**config.mk**
```make
export PLATFORM = sky130hd
export DESIGN_NAME = draw_sequencer
export DESIGN_NICKNAME = d
export VERILOG_FILES = /design/src/rtl/draw_sequencer.sv
export SDC_FILE = /design/constraint.sdc
export NUM_CORES = 1
export LEC_CHECK = 0
export BUFFER_PORTS_ARGS = -buffer_cell sky130_fd_sc_hd__buf_4
export CORE_MARGIN = 2
export CORE_UTILIZATION = 31
export DETAILED_ROUTE_END_ITERATION = 12
export PLACE_DENSITY_LB_ADDON = 0.25
export RECOVER_POWER = 100
export SLEW_MARGIN = 10
export SYNTH_ARGS = -nofsm -noshare
export SYNTH_HDL_FRONTEND = slang
export SYNTH_SLANG_ARGS = --single-unit
```
**constraint.sdc**
```tcl
create_clock -name clk -period 2.8 [get_ports clk]
set_input_delay 0.42 -clock clk [delete_from_list [all_inputs] [get_ports clk]]
set_output_delay 0.42 -clock clk [all_outputs]
set_load 0.02 [all_outputs]
```
**src/rtl/draw_sequencer.sv**
```systemverilog
// rtl/draw_sequencer.sv - clear-then-draw sequencer with plot mux, clipping and pixel counters
module draw_sequencer #(
    parameter int SCREEN_W = 160,
    parameter int SCREEN_H = 120,
    parameter int CNT_W    = 15
) (
    input  logic             clk,
    input  logic             rst,
    input  logic             start,
    output logic             done,
    output logic             fs_start,
    input  logic             fs_done,
    input  logic [7:0]       fs_x,
    input  logic [6:0]       fs_y,
    input  logic [2:0]       fs_colour,
    input  logic             fs_plot,
    output logic             rt_start,
    input  logic             rt_done,
    input  logic [7:0]       rt_x,
    input  logic [6:0]       rt_y,
    input  logic [2:0]       rt_colour,
    input  logic             rt_plot,
    output logic [7:0]       vga_x,
    output logic [6:0]       vga_y,
    output logic [2:0]       vga_colour,
    output logic             vga_plot,
    output logic [CNT_W-1:0] plot_count,
    output logic [CNT_W-1:0] clip_count
);

    typedef enum logic [1:0] {
        IDLE = 2'd0,
        FILL = 2'd1,
        DRAW = 2'd2,
        DONE = 2'd3
    } state_t;

    localparam logic [CNT_W-1:0] CNT_MAX = {CNT_W{1'b1}};

    state_t     state;
    logic       sel_plot;
    logic [7:0] sel_x;
    logic [6:0] sel_y;
    logic [2:0] sel_colour;
    logic       in_range;

    // Route the engine owned by the current state; other strobes are dropped
    always_comb begin
        sel_plot   = 1'b0;
        sel_x      = 8'd0;
        sel_y      = 7'd0;
        sel_colour = 3'd0;
        case (state)
            FILL: begin
                sel_plot   = fs_plot;
                sel_x      = fs_x;
                sel_y      = fs_y;
                sel_colour = fs_colour;
            end
            DRAW: begin
                sel_plot   = rt_plot;
                sel_x      = rt_x;
                sel_y      = rt_y;
                sel_colour = rt_colour;
            end
            default: begin
                sel_plot = 1'b0;
            end
        endcase
        // Unsigned compare over the full input width, so 255/127 clip
        in_range = (32'(sel_x) < 32'(SCREEN_W)) && (32'(sel_y) < 32'(SCREEN_H));
    end

    // Sequencer FSM with registered engine starts, output pipeline and counters
    always_ff @(posedge clk) begin
        if (rst) begin
            state      <= IDLE;
            done       <= 1'b0;
            fs_start   <= 1'b0;
            rt_start   <= 1'b0;
            vga_x      <= 8'd0;
            vga_y      <= 7'd0;
            vga_colour <= 3'd0;
            vga_plot   <= 1'b0;
            plot_count <= '0;
            clip_count <= '0;
        end else begin
            case (state)
                IDLE: begin
                    if (start) begin
                        state      <= FILL;
                        fs_start   <= 1'b1;
                        plot_count <= '0;
                        clip_count <= '0;
                    end
                end
                FILL: begin
                    if (fs_done) begin
                        state    <= DRAW;
                        fs_start <= 1'b0;
                        rt_start <= 1'b1;
                    end
                end
                DRAW: begin
                    if (rt_done) begin
                        state    <= DONE;
                        rt_start <= 1'b0;
                        done     <= 1'b1;
                    end
                end
                DONE: begin
                    if (!start) begin
                        state <= IDLE;
                        done  <= 1'b0;
                    end
                end
                default: begin
                    state <= IDLE;
                end
            endcase

            // A plot in the same cycle as an engine's done is still taken
            if (sel_plot) begin
                vga_x      <= sel_x;
                vga_y      <= sel_y;
                vga_colour <= sel_colour;
                vga_plot   <= in_range;
                if (in_range) begin
                    if (plot_count != CNT_MAX) plot_count <= plot_count + 1'b1;
                end else begin
                    if (clip_count != CNT_MAX) clip_count <= clip_count + 1'b1;
                end
            end else begin
                vga_plot <= 1'b0;
            end
        end
    end

endmodule

```
==> qor.txt, run 1 <==
Syn_area_per_cell: 8.49 um2
Mapped Area: 0.00286 mm2
Placed cell count: 529
Die footprint: 0.0100 mm2
Antenna violations before repair: 0
Fin nets: 475
Io pins: 95
Post-synth EDFFs: 0
Final Max Slew Viols: 0
Vias in the first global route: 2689
Vias/cell: 5.39
Max Root-Sink Buffers: 2
Synthesis Warnings: 0
Xor/xnor cell area share of the yosys netlist: 2.14%
Remaining antenna violation count after routing: 0
Flops & latches, synth: 54
Multiplexer share of the synthesized area: 1.09%
Register area share after synthesis: 37.8%
Setup crit end kind: flop
Number of antenna diodes: 0
Synth Area in Compound Gates: 24.7%
Synthesized Nets: 387
CP Launch Type: flop
Clk pin slew, worst setup/hold paths: 100 ps
Initial DRC count: 156
Adder-cell share of the synthesized area: 3.06%
Unrepaired setup endpoints after global routing: no
CTS tree: yes
# fillers: 948
GRT overflow: 0
Worst rel slew slack: 42.2%
Postcts setup bufs: 0
Slowest CP cell: nor2_1
Hold crit path type: in -> reg
Peak VDD IR: 0.000318 V
Primary FF master, synth: dfxtp_1
Ratio of cells with drive above 1 in the final layout: 14.4%
Clock latency on the worst-skew pair: 300 ps
Post-synthesis simple-gate area fraction: 27.0%
CTS root buf: clkbuf_8
Main combinational cell family by area after synthesis: simple AND/OR/NAND/NOR gates
CP Cell Sequence: inv_1 -> ha_1 -> buf_4 -> a22o_2 -> and2_1 -> o21ai_1 -> nor2_1 -> mux2_2
Critical-path maximum fanout: 13
Max stage delay on crit path: 660 ps
Area Growth Syn to Fin: 22.9%
Tcrit/Tclk final: 90.0%
Routed length per instance: 15.3 um
Maxcap violations: 0
Core Area: 0.00911 mm2
Drt pass-1 iters: 4
Drc violations: 0
Routed via count: 2887
Cells after Synth: 337
Number of port buffers: 94
CP Data Arrival Time: 2770 ps
Worst Skew: 3.68 ps
Most frequent cells in the layout: clkbuf_1, dfxtp_1, buf_4
CTS resizes: 0
Pwr Density: 659 mW/mm2
Hold Buf Count CTS: 0
Vert. Die Dim: 100 um
Final Setup Violations: 0
P_leak: 1.27 nW
Crit Path Category: reg -> reg
Finished Layout Cells: 536
Final hold violations: 0
Row count: 35
Detailed Place HPWL: 5970 um
Overall routing resource usage: 16.0%
Initial Util: 31.4%
CP required: 3050 ps
Largest net degree at the start of global routing: 29
Num Clock Sinks: 54
Minimum clock period: 2520 ps
WL final: 8190 um
# H-tree levels: 2
F_max: 0.397 GHz
CTS Buf Count: 5
Synth unique cells: 55
Slew @ Worst Pin: 866 ps
Most common cell after layout, fill and taps aside: clkbuf_1
Status: finished clean
Routability-driven placement congestion ratio: 0.823
Async set-reset flop share out of synthesis: 0%
Final setup TNS: 0 ps
Die width: 100 um
First-pass GRT wire length: 13100 um
worst max-delay path: cells and delay by family, from the launching register on:
| family | cells | cell delay, ps |
|---|---|---|
| and+or+nand+nor | 2 | 850 |
| muxes | 1 | 280 |
| buffers and inverters | 2 | 350 |
| DFF | 1 | 340 |
| adders and majority gates | 1 | 280 |
| AOI/OAI and AO/OA | 2 | 370 |
registers in the layout, summed over array words and instances (netlist names):
signal	flops
vga_y	7
done	1
vga_colour	3
plot_count	15
rt_start	1
fs_start	1
clip_count	15
vga_x	8
vga_plot	1
state	2
synthesized netlist by cell type, types with 6 or more instances:
cell type | instances | area [um2]
a21oi_1 | 7 | 35.0
a221o_1 | 15 | 150
a221oi_1 | 12 | 105
and2_1 | 6 | 37.5
buf_2 | 9 | 45.0
clkbuf_1 | 9 | 33.8
dfxtp_1 | 54 | 1080
ha_1 | 7 | 87.6
inv_1 | 6 | 22.5
nand2_1 | 35 | 131
nand3_1 | 16 | 80.1
nand4_1 | 8 | 50.1
nor2_1 | 41 | 154
nor3_1 | 18 | 90.1
o211ai_1 | 7 | 52.6
o21ai_0 | 11 | 55.1
kinds of logic (layout without fill, tap and decap cells):
family,after synthesis,after routing
xor gates and xnor gates,7,7
AOI/OAI and AO/OA,88,88
and+or+nand+nor,151,151
adders and majority gates,7,7
buffers and inverters,27,115
muxes,3,3
DFF,54,54
metrics by stage:
stage	hold WS (ps)	worst slack [ps]	power (mW)	utilization, %	cell area (um2)
CTS	398	359	2.44	41.1	3750
global route	407	67.4	2.47	38.6	3510
finish	399	281	2.31	38.6	3510
floorplan	518	782	1.64	-	2860
global placement	485	470	2.00	40.3	3670
detailed placement	478	397	2.01	40.3	3670
path summary, 6_finish.rpt:
kind | to | cells after the start | slack (ps) | start
worst max-delay path | clip_count[0] | 8 | 280 | state[0]
worst min-delay path | vga_x[0] | 3 | 400 | fs_x[0]
worst max register to register | clip_count[0] | 8 | 280 | state[0]
worst min register to register | vga_x[4] | 2 | 500 | vga_x[4]
where the power goes:
part           internal, mW  switching (mW)  leakage (nW)  total (mW)
clock                 0.173           0.260        0.0373       0.432
sequential            0.876          0.0647         0.437       0.941
combinational         0.319           0.622         0.794       0.942
metal layers:
| metal | up-vias | track usage [%] | wire length, um |
|---|---|---|---|
| met4 | 0 | 4.43 | 106 |
| met5 | - | 0 | 0 |
| li1 | 1449 | - | - |
| met1 | 1372 | 20.3 | 3720 |
| met3 | 9 | 2.51 | 284 |
| met2 | 57 | 28.1 | 4080 |
area by class of cell:
class / count / area [um2] / share of cell area [%]
multi-input cells: 256 / 1630 / 46.5
flip-flops and latches: 54 / 1080 / 30.8
well taps: 111 / 139 / 3.95
inverters: 6 / 22.5 / 0.641
clock inverters: 1 / 7.51 / 0.214
repair buffers: 102 / 559 / 15.9
clock buffers: 6 / 72.6 / 2.06
Power figures use the tool's default switching activity.
==> inputs of run 2 (changes only) <==
PLACE_DENSITY = 0.63   (was default)
PLACE_DENSITY_LB_ADDON = default   (was 0.25)
==> run 2 against run 1 <==
  * Highest routed layer unchanged
  * Clock power rose by 6.3%
  * Register-to-register slack barely moved
  * Worst hold slack improved by 4.4 ps
  * Core utilization rose by 0.082 points
  * Cell count fell by 0.19%
==> qor.txt, run 2 (synthesis gave the netlist of run 1 again) <==
Area Growth Syn to Fin: 23.1%
Crit Path Category: reg -> reg
Worst rel slew slack: 51.7% (+9.4 points)
Number of antenna diodes: 0 (unchanged)
Slew @ Worst Pin: 722 ps (-144 ps)
Number of port buffers: 94 (unchanged)
Ratio of cells with drive above 1 in the final layout: 15.1% (+0.74 points)
Peak VDD IR: 0.000426 V (+34%)
F_max: 0.397 GHz (about the same)
Min-Delay Endpoint: vga_colour[2]
Antenna violations before repair: 0 (unchanged)
First-pass GRT wire length: 13100 um (unchanged)
Detailed Place HPWL: 6000 um (+0.43%)
Post-Place Setup Slack: 366 ps (-31.3 ps)
CTS Buf Count: 5 (unchanged)
Worst Skew: 15.2 ps (+11.5 ps)
Initial Util: 31.4% (unchanged)
R2r startpoint: state[0]
Postcts setup bufs: 0 (unchanged)
Maxcap violations: 0 (unchanged)
Most common cell after layout, fill and taps aside: dfxtp_1
Setup crit end kind: flop
Capturing point of the worst reg2reg path: plot_count[8]
P_leak: 1.28 nW (+1.1%)
Most frequent cells in the layout: dfxtp_1, clkbuf_1, buf_4
Hold slack: 404 ps (+4.36 ps)
Routability-driven placement congestion ratio: 0.854 (+3.7%)
Hold crit path type: in -> reg
Clock latency on the worst-skew pair: 310 ps (about the same)
GRT overflow: 0 (unchanged)
WL final: 8100 um (-1.1%)
Final Max Slew Viols: 0 (unchanged)
Core Util, Final: 38.7% (+0.082 points)
Routed via count: 2871 (-0.55%)
Clk pin slew, worst setup/hold paths: 100 ps (about the same)
Final Setup Violations: 0 (unchanged)
PnR worst setup slack: 281 ps (-0.527 ps)
Max Root-Sink Buffers: 2 (unchanged)
Unrepaired setup endpoints after global routing: no
Critical-path maximum fanout: 23 (+10)
R2R cell count: 8 (unchanged)
CTS tree: yes
WHS Path Cells: 3 (unchanged)
Initial DRC count: 126 (-19%)
CTS resizes: 0 (unchanged)
R2R Setup Slk: 280 ps (about the same)
Drc violations: 0 (unchanged)
Fin nets: 473 (-0.42%)
Hold path start: fs_colour[2]
Status: finished clean
Overall routing resource usage: 16.2% (+0.24 points)
Tcrit/Tclk final: 90.0% (about the same)
Remaining antenna violation count after routing: 0 (unchanged)
Io pins: 95 (unchanged)
Vias in the first global route: 2727 (+1.4%)
CTS root buf: clkbuf_8
Drt pass-1 iters: 4 (unchanged)
Largest net degree at the start of global routing: 29 (unchanged)
Final hold violations: 0 (unchanged)
Vias/cell: 5.37 (-0.37%)
Core Area: 0.00911 mm2 (unchanged)
CP Data Arrival Time: 2720 ps (-50 ps)
Routed length per instance: 15.1 um (-0.91%)
Die footprint: 0.0100 mm2 (unchanged)
Pwr Density: 666 mW/mm2 (+1.1%)
CP Launch Type: flop
# H-tree levels: 2 (unchanged)
Minimum clock period: 2520 ps (+0.527 ps)
Num Clock Sinks: 54 (unchanged)
Largest regs: clip_count: 15 flops, plot_count: 15 flops, vga_x: 8 flops
Die width: 100 um (unchanged)
Vert. Die Dim: 100 um (unchanged)
Final setup TNS: 0 ps (unchanged)
Hold Buf Count CTS: 0 (unchanged)
CP required: 3000 ps (-50 ps)
Row count: 35 (unchanged)
## run 2: area by class of cell
cell class	instances	area, um2
Timing Repair Buffer	100	553
Inverter	6	22.5
Fill cell	982	5590
Sequential cell	54	1080
Clock inverter	1	5.00
Multi-Input combinational cell	256	1640
Tap cell	111	139
Clock buffer	7	86.3
## run 2: through the flow
step | std cells | cell area (um2) | power [mW]
final | 535 | 3520 | 2.34
after global routing | 535 | 3520 | 2.51
after CTS | 535 | 3740 | 2.46
after detailed placement | 527 | 3650 | 2.00
after global placement | 527 | 3650 | 1.97
after floorplan | 337 | 2860 | 1.64
## run 2: worst max-delay path by stage
stage,start,endpoint,slack [ps],cells past startpoint
2_1_floorplan,state[0],clip_count[10],780,10
3_3_place_gp,state[1],clip_count[0],420,8
3_5_place_dp,state[1],clip_count[5],370,8
4_1_cts,state[1],clip_count[0],340,8
5_1_grt,state[0],plot_count[8],60,8
6_report,state[0],plot_count[8],280,8
## run 2: report_power, final
group,leakage [nW],switching [mW],internal (mW),total [mW]
Sequential,0.437,0.0641,0.876,0.940
Combinational,0.797,0.622,0.324,0.946
Clock,0.0482,0.258,0.201,0.459
## run 2: per-layer routing
metal | vias up | global-route usage (%) | wire length [um]
li1 | 1449 | - | -
met1 | 1334 | 20.7 | 3660
met2 | 76 | 27.7 | 3970
met3 | 12 | 2.58 | 310
met4 | 0 | 6.01 | 156
met5 | - | 0 | 0
## run 2: worst max-delay path, stage by stage, from the launching register on
cell and delay (ps):
dfxtp_1 340, inv_1 120, ha_1 300, buf_4 290, a22o_4 180, and2_1 140
clkbuf_2 400, a31oi_1 300, a211o_1 350
